`src/rtl/audio_adc_rx.sv`:
```
// WM8750 ADC capture: deserialises DSP-mode-B 16-bit stereo frames framed by
// the adclrc pulse and queues {left,right} words in a show-ahead FIFO.
module audio_adc_rx #(
    parameter int FIFO_DEPTH = 4,
    parameter int FRAME_BITS = 32
) (
    input  logic        clk12,
    input  logic        reset12,
    input  logic        audio_adclrc,
    input  logic        audio_adcdat,
    output logic        sample_valid,
    input  logic        sample_ready,
    output logic [15:0] sample_left,
    output logic [15:0] sample_right,
    output logic        frame_err,
    output logic        overflow,
    input  logic        overflow_clr,
    output logic [15:0] frame_cnt,
    output logic [1:0]  fsm_state
);

    localparam int AW = $clog2(FIFO_DEPTH);
    localparam int CW = $clog2(FRAME_BITS + 1);

    localparam logic [1:0] ST_IDLE  = 2'd0;
    localparam logic [1:0] ST_SHIFT = 2'd1;
    localparam logic [1:0] ST_PUSH  = 2'd2;

    logic [1:0]            state;
    logic [CW-1:0]         bit_cnt;
    logic [FRAME_BITS-1:0] sr;
    logic [FRAME_BITS-1:0] sr_start;

    logic [FRAME_BITS-1:0] mem [FIFO_DEPTH];
    logic [AW:0]           wr_ptr;
    logic [AW:0]           rd_ptr;
    logic [AW:0]           occ;
    logic [FRAME_BITS-1:0] last_pop;
    logic [FRAME_BITS-1:0] head;
    logic                  full;
    logic                  push_req;
    logic                  do_push;
    logic                  do_pop;

    assign fsm_state = state;

    // A frame-sync edge always loads the current data bit as the new MSB.
    assign sr_start = {{(FRAME_BITS-1){1'b0}}, audio_adcdat};

    always_ff @(posedge clk12 or posedge reset12) begin
        if (reset12) begin
            state     <= ST_IDLE;
            bit_cnt   <= '0;
            sr        <= '0;
            frame_err <= 1'b0;
        end else begin
            frame_err <= 1'b0;
            case (state)
                ST_IDLE: begin
                    if (audio_adclrc) begin
                        sr      <= sr_start;
                        bit_cnt <= CW'(1);
                        state   <= ST_SHIFT;
                    end
                end
                ST_SHIFT: begin
                    if (audio_adclrc) begin
                        frame_err <= 1'b1;
                        sr        <= sr_start;
                        bit_cnt   <= CW'(1);
                    end else begin
                        sr      <= {sr[FRAME_BITS-2:0], audio_adcdat};
                        bit_cnt <= bit_cnt + CW'(1);
                        if (bit_cnt == CW'(FRAME_BITS - 1)) begin
                            state <= ST_PUSH;
                        end
                    end
                end
                ST_PUSH: begin
                    if (audio_adclrc) begin
                        sr      <= sr_start;
                        bit_cnt <= CW'(1);
                        state   <= ST_SHIFT;
                    end else begin
                        bit_cnt <= '0;
                        state   <= ST_IDLE;
                    end
                end
                default: begin
                    state   <= ST_IDLE;
                    bit_cnt <= '0;
                end
            endcase
        end
    end

    // Output handshake: the head word transfers on every rising clk12 where
    // sample_valid and sample_ready are both 1; valid never depends on ready.
    assign occ          = wr_ptr - rd_ptr;
    assign sample_valid = (occ != '0);
    assign full         = (occ == (AW+1)'(FIFO_DEPTH));
    assign push_req     = (state == ST_PUSH);
    assign do_pop       = sample_valid & sample_ready;
    assign do_push      = push_req & (~full | do_pop);

    assign head         = sample_valid ? mem[rd_ptr[AW-1:0]] : last_pop;
    assign sample_left  = head[FRAME_BITS-1 -: 16];
    assign sample_right = head[15:0];

    always_ff @(posedge clk12) begin
        if (do_push) begin
            mem[wr_ptr[AW-1:0]] <= sr;
        end
    end

    always_ff @(posedge clk12 or posedge reset12) begin
        if (reset12) begin
            wr_ptr    <= '0;
            rd_ptr    <= '0;
            last_pop  <= '0;
            overflow  <= 1'b0;
            frame_cnt <= '0;
        end else begin
            if (do_pop) begin
                rd_ptr   <= rd_ptr + (AW+1)'(1);
                last_pop <= mem[rd_ptr[AW-1:0]];
            end
            if (do_push) begin
                wr_ptr    <= wr_ptr + (AW+1)'(1);
                frame_cnt <= frame_cnt + 16'd1;
            end
            if (push_req && full && !do_pop) begin
                overflow <= 1'b1;
            end else if (overflow_clr) begin
                overflow <= 1'b0;
            end
        end
    end

endmodule

```
`config.mk`:
```
export PLATFORM = sky130hd
export DESIGN_NAME = audio_adc_rx
export DESIGN_NICKNAME = d
export VERILOG_FILES = /design/src/rtl/audio_adc_rx.sv
export SDC_FILE = /design/constraint.sdc
export NUM_CORES = 1
export LEC_CHECK = 0
export CAP_MARGIN = 20
export CORE_MARGIN = 5
export CORE_UTILIZATION = 45
export DETAILED_ROUTE_END_ITERATION = 6
export PLACE_DENSITY = 0.72
export SLEW_MARGIN = 25
export SYNTH_ARGS = -nofsm -noshare
export SYNTH_HDL_FRONTEND = slang
export SYNTH_SLANG_ARGS = --single-unit
export TNS_END_PERCENT = 50
```
`constraint.sdc`:
```
create_clock -name clk12 -period 3.23 [get_ports clk12]
set_input_delay 0.323 -clock clk12 [delete_from_list [all_inputs] [get_ports clk12]]
set_output_delay 0.323 -clock clk12 [all_outputs]
set_load 0.005 [all_outputs]
```
==> metrics.md <==
| Metric | Value |
|---|---|
| Result of the run | complete, no violations |
| Max incr delay on CP | 0.47 ns |
| Seq cells post-synth | 224 |
| Post-route insts no fill | 850 |
| Setup TNS | 0 ns |
| Pre-antenna DRT Iters | 4 |
| Fin util | 0.544 |
| Setup WS post-layout | 0.133 ns |
| Final WL | 16.6 mm |
| H-Tree Depth | 1 |
| Overall Global Routing Usage | 0.152 |
| IO Pins | 59 |
| WL/cell | 19.5 um |
| Syn Std Cell Area | 9000 um2 |
| Delay-heaviest family, CP | buffers and inverters |
| FMAX | 323 MHz |
| Area Growth Syn to Fin | 18.5% |
| CTS Buf Count | 23 |
| Largest net degree at the start of global routing | 41 |
| Antenna violations before repair | 0 |
| Async set or reset register ratio after synthesis | 0.429 |
| RSZ-0062 raised after global routing | false |
| CTS tree | yes |
| CTS sink cnt | 224 |
| Die W | 151 um |
| Max Cap Violations | 0 |
| P per Cell Area | 780 nW/um2 |
| Clock Path Buffers | 3 |
| Mapped Cells | 493 |
| Initial DRC count | 275 |
| Ant diodes | 0 |
| Startpoint Class | register |
| Fin crit share | 0.959 |
| Final hold vios | 0 |
| CP Buf/Inv Count | 3 |
| Final GP Congestion | 0.763 |
| Nets | 583 |
| Post-Syn Nets | 508 |
| Number of synthesized flops with an enable pin | 128 |
| # hold bufs at CTS | 0 |
| Main synth FF type | edfxtp_1 |
| Fin. max-slew vios | 0 |
| Proportion of layout cells with a drive suffix above 1 | 0.268 |
| Hold WS | 0.226 ns |
| Routed vias | 4545 |
| DRC viols | 0 |
| Critical path class | register to primary output |
| Critical path required time | 2.91 ns |
| Fin crit period | 3.10 ns |
| Die height | 151 um |
| Pre-CTS setup slack | 0.153 ns |
| Dpl hpwl | 9.34 mm |
| VDD IR max | 0.473 mV |
| Slowest cell on the critical path | clkdlybuf4s50_1 |
| Vias in the first global route | 4910 |
| I/O Buffers | 58 |
| Crit-path cells | inv_1, ha_1, nor2b_1, xnor2_2, or2_4, buf_12, mux2_2, clkdlybuf4s50_1 |
| First-pass GRT wire length | 27.2 mm |
| Initial core utilization | 0.459 |
| Fillers | 1548 |
| Least-Margin Pin Slew | 0.683 ns |
| Synth warn | 0 |
| Worst Hold Class | input port to asynchronous set/reset pin |
| Setup Viol. Count Final | 0 |
| CTS root buffer | clkbuf_16 |
| Syn avg cell area | 18.3 um2 |
| Crit path arrival time | 2.77 ns |
| Register area share after synthesis | 0.694 |
| Lkg Pwr | 0.00423 uW |
| Distinct cells, synth | 39 |
| Area of the core | 19600 um2 |
| Std cell rows | 51 |
| Antenna Nets Post-Route | 0 |
| Grt total ovfl | 0 |
| Critical path peak fanout | 16 |
| CP endpoint kind | primary output |
| Full die area | 22900 um2 |
| Clock skew after layout | 0.0135 ns |
| Clock Latency Late Sink | 0.51 ns |
| Worst slew margin | 0.545 |
| Vias per cell | 5.35 |
| Placed Cells | 802 |
| Clock slew at reported path FFs | 0.06 ns |
==> state kept, by name, indices dropped and copies added, names as in the netlist <==
signal     cells
overflow       1
sr            32
mem          128
wr_ptr         3
fsm_state      2
rd_ptr         3
frame_cnt     16
bit_cnt        6
last_pop      32
frame_err      1
==> repair_timing <==
item / in CTS / in global routing
setup endpoints to repair: 33 / 30
setup buffers: 5 / 0
pin swaps: 2 / 0
cloned: 1 / 0
gates resized for setup: 3 / 1
==> synthesized netlist by cell type, types with 9 or more instances <==
cell type / instances / area share
ha_1: 9 / 0.013
nand2_1: 18 / 0.0075
mux2_2: 37 / 0.046
nor3_1: 11 / 0.0061
clkbuf_1: 14 / 0.0058
dfrtp_1: 96 / 0.27
xnor2_1: 9 / 0.0088
mux4_2: 32 / 0.080
mux2_4: 29 / 0.048
a22o_1: 31 / 0.030
edfxtp_1: 128 / 0.43
xor2_1: 16 / 0.016
==> power by group <==
part,leakage [uW],switching (uW),internal [uW]
clock,0.000334,1030,1380
combinational,0.00140,962,1610
sequential,0.00250,116,3210
total,0.00423,2110,6210
==> worst paths after layout <==
kind | startpoint | end | slack (ns) | cells past startpoint
setup reg to reg | wr_ptr[0]$_DFFE_PP0P_ | mem[3][9]$_DFFE_PP_ | 0.61 | 8
setup / recovery | wr_ptr[0]$_DFFE_PP0P_ | sample_left[6] | 0.13 | 8
hold / removal | reset12 | sr[16]$_DFFE_PP0P_ | 0.23 | 2
max in group asynchronous | reset12 | frame_cnt[15]$_DFFE_PP0P_ | 2.31 | 3
min in group clk12 | overflow_clr | overflow$_DFFE_PP0P_ | 0.41 | 2
hold reg to reg | frame_cnt[15]$_DFFE_PP0P_ | frame_cnt[15]$_DFFE_PP0P_ | 0.48 | 1
==> final cells by class <==
class	instances	area, um2	area share
clock buffer	36	644	0.0604
clock inverter	6	46.3	0.00434
inverter	7	28.8	0.00270
multi-input combinational	236	2610	0.244
sequential	224	6250	0.586
tap	265	332	0.0311
timing repair buffer	76	757	0.0710
==> cells by family after synthesis <==
| kind of cell | share of synthesized area |
|---|---|
| flops | 0.694 |
| mux | 0.176 |
| simple gates | 0.0382 |
| compound gates | 0.0359 |
| buf+inv | 0.0189 |
| xor+xnor | 0.0243 |
| fa+ha+maj | 0.0125 |
==> worst register-to-register path, stage by stage (launching register included) <==
cell     delay, ns
dfrtp_1       0.41
inv_1         0.13
ha_1          0.15
nor2b_1       0.21
xnor2_2       0.13
buf_4         0.16
a21oi_1       0.39
and2_1        0.21
buf_4         0.44
==> cells in the final DEF (no fill, tap or decap), types with 5 or more instances in the layout <==
master	count
nor3_1	11
and3_1	5
clkbuf_16	23
xor2_1	16
inv_1	6
xnor2_1	8
mux2_2	37
nand3_1	5
nand2_1	18
a22o_1	31
clkdlybuf4s50_1	58
clkbuf_1	11
dfrtp_1	95
buf_4	14
ha_1	9
mux4_2	32
edfxtp_1	128
mux2_4	29
==> metrics by stage <==
| step | cell area (um2) | power (uW) |
|---|---|---|
| 3_5_place_dp | 9870 | 5850 |
| 3_3_place_gp | 9870 | 5810 |
| 6_report | 10700 | 8320 |
| 2_1_floorplan | 9000 | 4940 |
| 4_1_cts | 10700 | 8460 |
| 5_1_grt | 10700 | 8750 |
==> routing by layer <==
metal / vias up / part of all wire / global-route usage
li1: 2054 / - / -
met1: 2379 / 0.42 / 0.201
met2: 86 / 0.52 / 0.263
met3: 26 / 0.039 / 0.0218
met4: 0 / 0.022 / 0.0426
met5: - / 0 / 0
Note: power is estimated with default switching activity, not from simulation.
